File: config.mk
export PLATFORM = sky130hd
export DESIGN_NAME = fpu_mult_seq_flat
export DESIGN_NICKNAME = d
export VERILOG_FILES = /design/src/rtl/fpu_mult_pkg.sv /design/src/rtl/fpu_mult_seq_if.sv /design/src/rtl/mant_mul_iter.sv /design/src/rtl/fpu_mult_seq.sv /design/src/flat_wrapper.sv
export SDC_FILE = /design/constraint.sdc
export NUM_CORES = 1
export LEC_CHECK = 0
export CAP_MARGIN = 5
export CORE_MARGIN = 5
export CORE_UTILIZATION = 40
export DETAILED_ROUTE_END_ITERATION = 6
export SLEW_MARGIN = 15
export SYNTH_ARGS = -nofsm -noshare
export SYNTH_HDL_FRONTEND = slang
export SYNTH_SLANG_ARGS = --single-unit
File: constraint.sdc
create_clock -name clk -period 7.45 [get_ports clk]
set_input_delay 1.49 -clock clk [delete_from_list [all_inputs] [get_ports clk]]
set_output_delay 1.49 -clock clk [all_outputs]
set_load 0.01 [all_outputs]
File: src/rtl/fpu_mult_pkg.sv
// fpu_mult_pkg: shared types and constants for the sequential binary32 multiplier.
package fpu_mult_pkg;

    typedef enum logic [2:0] {
        IDLE   = 3'd0,
        UNPACK = 3'd1,
        MULT   = 3'd2,
        NORM   = 3'd3,
        DONE   = 3'd4
    } state_t;

    localparam int EXP_BIAS  = 127;
    localparam int EXP_MAX   = 255;
    localparam int FRAC_W    = 23;
    localparam int MANT_W    = 24;
    localparam int EXT_EXP_W = 10;

    localparam logic [31:0] QNAN = 32'h7FC00000;

    // Mantissa with the hidden one restored (operands with exp==0 never reach the multiplier).
    function automatic logic [MANT_W-1:0] mant_of(input logic [31:0] f);
        return {1'b1, f[FRAC_W-1:0]};
    endfunction

endpackage

File: src/rtl/fpu_mult_seq_if.sv
// fpu_mult_seq_if: operand-issue / result-writeback handshake bundle of the multiplier.
interface fpu_mult_seq_if;

    logic        in_valid;
    logic        in_ready;
    logic [31:0] op_a;
    logic [31:0] op_b;
    logic        out_valid;
    logic        out_ready;
    logic [31:0] result;
    logic        overflag;
    logic        underflag;

    modport master (
        output in_valid, op_a, op_b, out_ready,
        input  in_ready, out_valid, result, overflag, underflag
    );

    modport slave (
        input  in_valid, op_a, op_b, out_ready,
        output in_ready, out_valid, result, overflag, underflag
    );

endinterface

File: src/rtl/mant_mul_iter.sv
// mant_mul_iter: iterative shift-add 24x24 mantissa multiplier, BITS_PER_CYCLE bits per step.
module mant_mul_iter #(
    parameter int BITS_PER_CYCLE = 1
) (
    input  logic        clk,
    input  logic        rst_n,
    input  logic        load,
    input  logic        step,
    input  logic [23:0] mcand,
    input  logic [23:0] mplier,
    output logic [47:0] product
);

    logic [47:0] acc_q;
    logic [47:0] mcand_q;
    logic [23:0] mplier_q;
    logic [47:0] partial;

    // Sum of the multiplicand copies selected by the low multiplier bits this step.
    always_comb begin
        partial = '0;
        for (int j = 0; j < BITS_PER_CYCLE; j++) begin
            if (mplier_q[j]) partial = partial + (mcand_q << j);
        end
    end

    // Accumulate, then move the multiplicand up and the multiplier down by one step width.
    always_ff @(posedge clk or negedge rst_n) begin
        if (!rst_n) begin
            acc_q    <= '0;
            mcand_q  <= '0;
            mplier_q <= '0;
        end else if (load) begin
            acc_q    <= '0;
            mcand_q  <= {24'b0, mcand};
            mplier_q <= mplier;
        end else if (step) begin
            acc_q    <= acc_q + partial;
            mcand_q  <= mcand_q << BITS_PER_CYCLE;
            mplier_q <= mplier_q >> BITS_PER_CYCLE;
        end
    end

    assign product = acc_q;

endmodule

File: src/rtl/fpu_mult_seq.sv
// fpu_mult_seq: multi-cycle binary32 multiplier (unpack, shift-add, normalize, pack).
// Optional NaN/Inf handling is compiled in when FPU_MULT_SPECIAL_EN is defined.
module fpu_mult_seq #(
    parameter int BITS_PER_CYCLE = 1
) (
    input  logic          clk,
    input  logic          rst_n,
    fpu_mult_seq_if.slave bus
);
    import fpu_mult_pkg::*;

    localparam logic [4:0] MULT_CYCLES = 5'(MANT_W / BITS_PER_CYCLE);

    state_t                        state_q, state_d;
    logic [31:0]                   opa_q, opb_q;
    logic                          sign_q;
    logic signed [EXT_EXP_W-1:0]   exp_q;
    logic [4:0]                    cnt_q;
    logic [31:0]                   result_q;
    logic                          over_q, under_q, out_valid_q;
    logic                          accept, mul_load, mul_step;
    logic [47:0]                   product;

    logic [7:0]                    ea, eb;
    logic                          sign_u, fast_u;
    logic signed [EXT_EXP_W-1:0]   exp_u;
    logic [31:0]                   fast_res;

    // Pick the fraction window from the product MSB, then clamp the exponent range.
    // Returns {overflag, underflag, result}.
    function automatic logic [33:0] norm_pack(input logic sgn,
                                              input logic signed [EXT_EXP_W-1:0] e,
                                              input logic [47:0] p);
        logic signed [EXT_EXP_W-1:0] en;
        logic [FRAC_W-1:0]           fr;
        logic [33:0]                 r;
        if (p[47]) begin
            fr = p[46:24];
            en = e + 10'sd1;
        end else begin
            fr = p[45:23];
            en = e;
        end
        if (en >= signed'(10'(EXP_MAX)))  r = {2'b10, sgn, 8'hFF, 23'h0};
        else if (en <= 10'sd0)             r = {2'b01, sgn, 31'h0};
        else                               r = {2'b00, sgn, en[7:0], fr};
        return r;
    endfunction

    assign ea = opa_q[30:23];
    assign eb = opb_q[30:23];

`ifdef FPU_MULT_SPECIAL_EN
    logic a_spec, b_spec, a_nan, b_nan, a_zero, b_zero;
    assign a_spec = (ea == 8'(EXP_MAX));
    assign b_spec = (eb == 8'(EXP_MAX));
    assign a_nan  = a_spec && (opa_q[FRAC_W-1:0] != '0);
    assign b_nan  = b_spec && (opb_q[FRAC_W-1:0] != '0);
    assign a_zero = (ea == 8'd0);
    assign b_zero = (eb == 8'd0);
`endif

    // Operand classification and exponent sum for the UNPACK cycle.
    always_comb begin
        sign_u   = opa_q[31] ^ opb_q[31];
        exp_u    = signed'({2'b00, ea}) + signed'({2'b00, eb}) - signed'(10'(EXP_BIAS));
        fast_u   = (ea == 8'd0) || (eb == 8'd0);
        fast_res = {sign_u, 31'h0};
`ifdef FPU_MULT_SPECIAL_EN
        if (a_nan || b_nan || (a_spec && b_zero) || (b_spec && a_zero)) begin
            fast_u   = 1'b1;
            fast_res = QNAN;
        end else if (a_spec || b_spec) begin
            fast_u   = 1'b1;
            fast_res = {sign_u, 8'hFF, 23'h0};
        end
`endif
    end

    // FSM state register.
    always_ff @(posedge clk or negedge rst_n) begin
        if (!rst_n) state_q <= IDLE;
        else        state_q <= state_d;
    end

    // FSM next-state logic.
    always_comb begin
        state_d = state_q;
        case (state_q)
            IDLE:    if (bus.in_valid) state_d = UNPACK;
            UNPACK:  state_d = fast_u ? DONE : MULT;
            MULT:    if (cnt_q == 5'd1) state_d = NORM;
            NORM:    state_d = DONE;
            DONE:    if (bus.out_ready) state_d = IDLE;
            default: state_d = IDLE;
        endcase
    end

    // FSM control outputs.
    always_comb begin
        bus.in_ready = (state_q == IDLE);
        accept       = bus.in_valid && (state_q == IDLE);
        mul_load     = (state_q == UNPACK) && !fast_u;
        mul_step     = (state_q == MULT);
    end

    // Operand latch, exponent/sign, iteration counter and packed result registers.
    always_ff @(posedge clk or negedge rst_n) begin
        if (!rst_n) begin
            opa_q       <= '0;
            opb_q       <= '0;
            sign_q      <= 1'b0;
            exp_q       <= '0;
            cnt_q       <= '0;
            result_q    <= '0;
            over_q      <= 1'b0;
            under_q     <= 1'b0;
            out_valid_q <= 1'b0;
        end else begin
            out_valid_q <= (state_d == DONE);
            if (accept) begin
                opa_q <= bus.op_a;
                opb_q <= bus.op_b;
            end
            if (state_q == UNPACK) begin
                sign_q <= sign_u;
                exp_q  <= exp_u;
                cnt_q  <= MULT_CYCLES;
                if (fast_u) begin
                    result_q <= fast_res;
                    over_q   <= 1'b0;
                    under_q  <= 1'b0;
                end
            end
            if (state_q == MULT) cnt_q <= cnt_q - 5'd1;
            if (state_q == NORM) {over_q, under_q, result_q} <= norm_pack(sign_q, exp_q, product);
        end
    end

    mant_mul_iter #(.BITS_PER_CYCLE(BITS_PER_CYCLE)) u_mant_mul (
        .clk     (clk),
        .rst_n   (rst_n),
        .load    (mul_load),
        .step    (mul_step),
        .mcand   (mant_of(opa_q)),
        .mplier  (mant_of(opb_q)),
        .product (product)
    );

    assign bus.out_valid = out_valid_q;
    assign bus.result    = result_q;
    assign bus.overflag  = over_q;
    assign bus.underflag = under_q;

endmodule

File: src/flat_wrapper.sv
// flat-port wrapper written by rule: the top's interface ports become plain ports
module fpu_mult_seq_flat import fpu_mult_pkg::*;
#(
    parameter int BITS_PER_CYCLE = 1
)
  (clk, rst_n, bus_in_valid, bus_op_a, bus_op_b, bus_out_ready, bus_in_ready, bus_out_valid, bus_result, bus_overflag, bus_underflag);
  fpu_mult_seq_if bus_i ();
  input  logic clk;
  input  logic rst_n;
  input wire logic [$bits(bus_i.in_valid)-1:0] bus_in_valid;
  input wire logic [$bits(bus_i.op_a)-1:0] bus_op_a;
  input wire logic [$bits(bus_i.op_b)-1:0] bus_op_b;
  input wire logic [$bits(bus_i.out_ready)-1:0] bus_out_ready;
  output wire logic [$bits(bus_i.in_ready)-1:0] bus_in_ready;
  output wire logic [$bits(bus_i.out_valid)-1:0] bus_out_valid;
  output wire logic [$bits(bus_i.result)-1:0] bus_result;
  output wire logic [$bits(bus_i.overflag)-1:0] bus_overflag;
  output wire logic [$bits(bus_i.underflag)-1:0] bus_underflag;
  assign bus_i.in_valid = bus_in_valid;
  assign bus_i.op_a = bus_op_a;
  assign bus_i.op_b = bus_op_b;
  assign bus_i.out_ready = bus_out_ready;
  assign bus_in_ready = bus_i.in_ready;
  assign bus_out_valid = bus_i.out_valid;
  assign bus_result = bus_i.result;
  assign bus_overflag = bus_i.overflag;
  assign bus_underflag = bus_i.underflag;
  fpu_mult_seq #(.BITS_PER_CYCLE(BITS_PER_CYCLE)) u_core (.clk(clk), .rst_n(rst_n), .bus(bus_i));
endmodule
==> flow_summary_export.csv, run 1 <==
group,metric,value,unit
detailed_routing,dr_total_vias,10200,
synth,synth_top_area_share,44.4,%
floorplanning,fp.dieArea,37300,sq um
status,status,"complete, no violations",
place,place_congestion,0.871,
detailed_routing,routed_wirelength,30500,um
worst_hold_path,holdPathStages,2,
cts,cts_tree,"built",
grt,gr-usage-met3,2.07,%
place,portBuffers,103,
detailed_routing,antenna_left,0,
power,peakVddDrop,0.000213,V
final_layout,final_cells,1945,
synth,yosysTopAreaCell,"dfrtp_1",
synth,synth-seq-cells,238,
cts,cts_buffer_depth,3,
critical_path,critPathLaunch,"u_core.state_q[1]",
place,post-place-ws,3.78,ns
sta,setup_ws,3.52,ns
synth,yosys_warnings,0,
sta,slew_headroom,39.1,%
synth,syn_area_per_cell,9.42,sq um
cts,cts_setup_buffers,0,
sta,finalCritPeriodShare,52.7,%
cts,clockRootBuffer,"clkbuf_16",
detailed_routing,routedWlPerCell,15.7,um
grt,grt_pass1_vias,10100,
detailed_routing,vias_per_cell,5.24,
flow_run,maxCapViolCount,0,
detailed_routing,dr.pass1.iters,5,
critical_path,end_kind,"primary output",
synth,syn_area,13400,sq um
sta,min_period,3.93,ns
power,total_power,0.00581,W
grt,grt_overflow,0,
synth,synth_ff_type,"dfrtp_1",
synth,synth_top_cells_by_area,"dfrtp_1 (44%), nand2_1 (7.8%), ha_1 (5.5%)",
cts,clk_pin_slew,0.06,ns
sta,tns,0,ns
place,dp_hpwl,21400,um
cts,cts_made_buffers,28,
sta,tightest_slew,0.913,ns
final_layout,fillCellCount,3267,
synth,ys_seq_area_share,44.4,%
sta,hold_viol_final,0,
grt,grt_use_total,16.5,%
critical_path,reg2reg_depth,13,
grt,grt_pass1_wl,51500,um
floorplanning,coreArea,33400,sq um
cts,clk-insertion-delay-late,0.55,ns
final_layout,fin_nets,1605,
grt,grt_util_met1,23.8,%
cts,ctsResizeCount,0,
synth,synth_nets,1554,
sta,worst_hold_slack,0.474,ns
cts,cts_num_sinks,238,
critical_path,worstReg2RegStart,"u_core.u_mant_mul.mplier_q[0]",
sta,rsz0062_at_grt,"no",
floorplanning,fp.dieH,193,um
power,p_leak,6.86,nW
floorplanning,start_util,40.2,%
grt,antenna_found_initial,0,
cts,cts_hold_buf,0,
detailed_routing,drc,0,
sta,finalSetupViolCount,0,
critical_path,crit_type,"flop to primary output",
floorplanning,die_w,193,um
power,powerDensity,371,nW/um^2
critical_path,start_kind,"flop",
synth,synthCells,1425,
final_layout,diodes,0,
critical_path,crit_fanout,10,
synth,synth_cell_types,73,
sta,drv_slew,0,
sta,skew,0.0149,ns
final_layout,drive_gt1_share,10.2,%
grt,use_met2,26.7,%
synth,yosysMostFrequentCell,"nand2_1",
synth,synth-edff-count,0,
final_layout,area_delta_synth_final,16.8,%
critical_path,required,5.96,ns
worst_hold_path,min_from,"u_core.bus.result[18]",
synth,synth_common_cells,"nand2_1 (278), dfrtp_1 (238), o21ai_0 (112)",
worst_hold_path,hp-class,"flop to flop",
sta,max_freq,0.255,GHz
grt,grt_max_degree,119,
place,place_inst,1894,
floorplanning,io_pins,104,
critical_path,cp.arrival,2.44,ns
synth,synthArstFlopShare,100,%
cts,htreeDepth,1,
grt,grt-busiest-layer,"met2",
floorplanning,std_cell_rows,67,
detailed_routing,drt_iter0_drc,501,
power breakdown:
part / internal [W] / switching (W) / total (W)
Clock: 0.000898 / 0.000555 / 0.00145
Sequential: 0.00176 / 0.000348 / 0.00210
Combinational: 0.000975 / 0.00128 / 0.00225
metal layers:
metal / wire (um) / up-vias
li1: - / 5129
met1: 15000 / 4862
met2: 13800 / 159
met3: 988 / 37
met4: 629 / 0
met5: 0 / -
flip-flops by register name (all words and copies together), names as in the netlist:
register / flops
u_core.cnt_q: 5
u_core.state_q: 3
u_core.sign_q: 1
u_core.bus.overflag: 1
u_core.bus.result: 32
u_core.exp_q: 10
u_core.opb_q: 32
u_core.u_mant_mul.product: 48
u_core.bus.out_valid: 1
u_core.bus.underflag: 1
u_core.u_mant_mul.mplier_q: 24
u_core.u_mant_mul.mcand_q: 48
u_core.opa_q: 32
area by class of cell:
class                      instances  area (sq um)  area share (%)
clock buffer                      36           801            5.11
tap                              448           561            3.58
inverter                          19          71.3           0.455
clock inverter                    15           204            1.30
multi-input combinational       1077          6980            44.5
sequential                       238          5960            38.0
timing repair buffer             112          1100            7.04
logic make-up after synthesis:
logic type               count (synthesis)  share of synthesized area, %
AND/OR/NAND/NOR                        480                          16.1
AO/OA/AOI/OAI                          359                          16.7
flip-flops                             238                          44.4
multiplexers                           112                          8.95
buffers and inverters                  110                          3.84
XOR/XNOR                                65                          4.24
adder cells (fa/ha/maj)                 61                          5.80
metrics by stage:
step	instance area (sq um)	util, %
6_report	15700	47.0
5_1_grt	15700	47.0
4_1_cts	15700	47.0
3_5_place_dp	14700	44.0
3_3_place_gp	14700	44.0
2_1_floorplan	13400	-
cells in the final DEF (no fill, tap or decap), types with 28 or more instances in the layout:
master	count
nand2_1	277
dfrtp_1	237
o21ai_0	112
clkdlybuf4s50_1	102
a21oi_1	89
mux2_2	64
ha_1	59
and2_1	50
mux2i_1	48
nor2_1	46
xnor2_1	37
a21o_1	29
xor2_1	28
clkbuf_16	28
final timing paths:
check / to / slack [ns]
min reg2reg: u_core.bus.result[18] / 0.47
max reg2reg: u_core.u_mant_mul.product[44] / 3.86
min: u_core.bus.result[18] / 0.47
max in group asynchronous: u_core.opa_q[1] / 5.04
min in group asynchronous: u_core.u_mant_mul.mplier_q[13] / 1.04
max: bus_in_ready / 3.52
worst max-delay path, cell delays in order (launching register included):
cell and delay (ns):
dfrtp_1 0.48, nor3_1 0.73, clkdlybuf4s50_1 0.68
No activity file was read; power rests on OpenSTA's default activity.
==> run 2, diff against run 1 <==
==> constraint.sdc (replaced) <==
create_clock -name clk -period 3.5 [get_ports clk]
set_input_delay 0.7 -clock clk [delete_from_list [all_inputs] [get_ports clk]]
set_output_delay 0.7 -clock clk [all_outputs]
set_load 0.01 [all_outputs]
==> run 2 against run 1 <==
  * Worst setup slack worse by 3.4 ns
  * Critical endpoint is now u_core.u_mant_mul.product[44]
  * Critical path type is now flop to flop
  * Combinational power is 120% higher
  * Final area is 1.5% higher
  * Worst hold slack worse by 0.33 ns
==> flow_summary_export.csv, run 2 (synthesis gave the netlist of run 1 again) <==
group,metric,value,unit
sta,worst_hold_slack,0.147,ns
grt,grt_max_degree,82,
final_layout,fin_area,15900,sq um
grt,grt_pass1_vias,10400,
final_layout,diodes,0,
final_layout,multiInputGateArea,7030,sq um
critical_path,reg2reg_depth,12,
detailed_routing,routed_wirelength,31300,um
critical_path,worstReg2RegStart,"u_core.u_mant_mul.mplier_q[0]",
final_layout,fin_nets,1627,
cts,clk-insertion-delay-late,0.55,ns
critical_path,timing.rr.end,"u_core.u_mant_mul.product[44]",
detailed_routing,vias_per_cell,5.26,
detailed_routing,drt_iter0_drc,770,
floorplanning,std_cell_rows,67,
sta,slew_headroom,50.7,%
critical_path,start_kind,"flop",
critical_path,end_kind,"flop",
place,dp_hpwl,22700,um
sta,max_freq,0.300,GHz
floorplanning,coreArea,33400,sq um
final_layout,layout_commonest_cell,"nand2_1",
detailed_routing,drc,0,
cts,cts_made_buffers,28,
detailed_routing,routedWlPerCell,15.9,um
sta,skew,0.0183,ns
critical_path,crit_type,"flop to flop",
floorplanning,fp.dieH,193,um
sta,hold_viol_final,0,
grt,grt_use_total,17.1,%
sta,drv_slew,0,
sta,finalSetupViolCount,0,
cts,cts_tree,"built",
place,portBuffers,103,
grt,antenna_found_initial,0,
sta,setup_ws,0.166,ns
flow_run,maxCapViolCount,0,
floorplanning,fp.dieArea,37300,sq um
grt,grt_overflow,0,
final_layout,seqCellArea,5960,sq um
place,postPlaceCellArea,14900,sq um
cts,htreeDepth,1,
final_layout,layout_common_cells,"nand2_1 (277), dfrtp_1 (237), o21ai_0 (111), clkdlybuf4s50_1 (102), a21oi_1 (88)",
cts,clk_pin_slew,0.06,ns
floorplanning,start_util,40.2,%
detailed_routing,antenna_left,0,
cts,cts_buffer_depth,3,
sta,tightest_slew,0.739,ns
cts,cts_num_sinks,238,
power,p_leak,6.98,nW
cts,cts_hold_buf,0,
final_layout,area_delta_synth_final,18.5,%
critical_path,required,3.90,ns
status,status,"complete, no violations",
power,powerDensity,788,nW/um^2
critical_path,crit_fanout,5,
detailed_routing,dr.pass1.iters,5,
place,post-place-ws,0.0901,ns
cts,clockRootBuffer,"clkbuf_16",
power,peakVddDrop,0.000495,V
detailed_routing,dr_total_vias,10300,
sta,finalCritPeriodShare,95.3,%
sta,rsz0062_at_grt,"yes",
grt,grt_pass1_wl,53200,um
worst_hold_path,hp-class,"primary input to asynchronous set/reset pin",
sta,min_period,3.33,ns
critical_path,ff2ff_setup_slack,0.17,ns
final_layout,fillCellCount,3270,
final_layout,drive_gt1_share,11.8,%
floorplanning,die_w,193,um
critical_path,cp.arrival,3.73,ns
place,place_congestion,0.897,
floorplanning,io_pins,104,
run 2: worst max-delay path: stages (launching register included):
cell	delay, ns
dfrtp_1	0.41
and2_1	0.18
ha_1	0.21
fa_1	0.42
a21oi_2	0.22
o221ai_2	0.15
a221oi_2	0.29
or4b_1	0.48
nand2_2	0.17
o211ai_2	0.15
a221oi_2	0.27
xor2_1	0.17
o21ai_1	0.08
run 2: worst max path at each step:
stage / slack (ns) / start / depth (start not counted) / to
after floorplan: 0.29 / u_core.u_mant_mul.mplier_q[0] / 13 / u_core.u_mant_mul.product[44]
after global placement: 0.18 / u_core.u_mant_mul.mplier_q[0] / 12 / u_core.u_mant_mul.product[44]
after detailed placement: 0.09 / u_core.u_mant_mul.mplier_q[0] / 12 / u_core.u_mant_mul.product[44]
after CTS: 0.06 / u_core.u_mant_mul.mplier_q[0] / 12 / u_core.u_mant_mul.product[44]
after global routing: -0.07 / u_core.u_mant_mul.mplier_q[0] / 12 / u_core.u_mant_mul.product[44]
final: 0.17 / u_core.u_mant_mul.mplier_q[0] / 12 / u_core.u_mant_mul.product[44]
run 2: per-layer routing:
layer,track usage (%),vias to the layer above,share of wire (%)
met5,0,-,0
met4,3.70,0,1.8
met3,1.94,33,3.5
met2,27.8,171,46
met1,24.7,4944,49
li1,-,5191,-
run 2: stage by stage:
step	setup TNS, ns	std cells	utilization, %	power (W)
2_1_floorplan	0	1425	-	0.00812
3_3_place_gp	0	1916	44.6	0.00943
3_5_place_dp	0	1916	44.6	0.00956
4_1_cts	0	1967	47.5	0.0127
5_1_grt	-0.0675	1967	47.7	0.0136
6_report	0	1967	47.7	0.0125
run 2: final cells by class:
class	instances	share of cell area [%]
clock inverter	12	1.14
multi-input combinational	1077	44.2
tap	448	3.52
sequential	238	37.4
timing repair buffer	134	8.21
inverter	19	0.448
clock buffer	39	5.04
run 2: where the power goes:
part           leakage, nW  switching, W  internal [W]
Combinational         3.45       0.00279       0.00219
Sequential            3.05      0.000753       0.00374
Clock                0.482       0.00117       0.00189
run 2: timing repair:
item	in CTS	in global routing
setup endpoints to repair	0	7
resized for setup	0	13
setup buffers	0	0
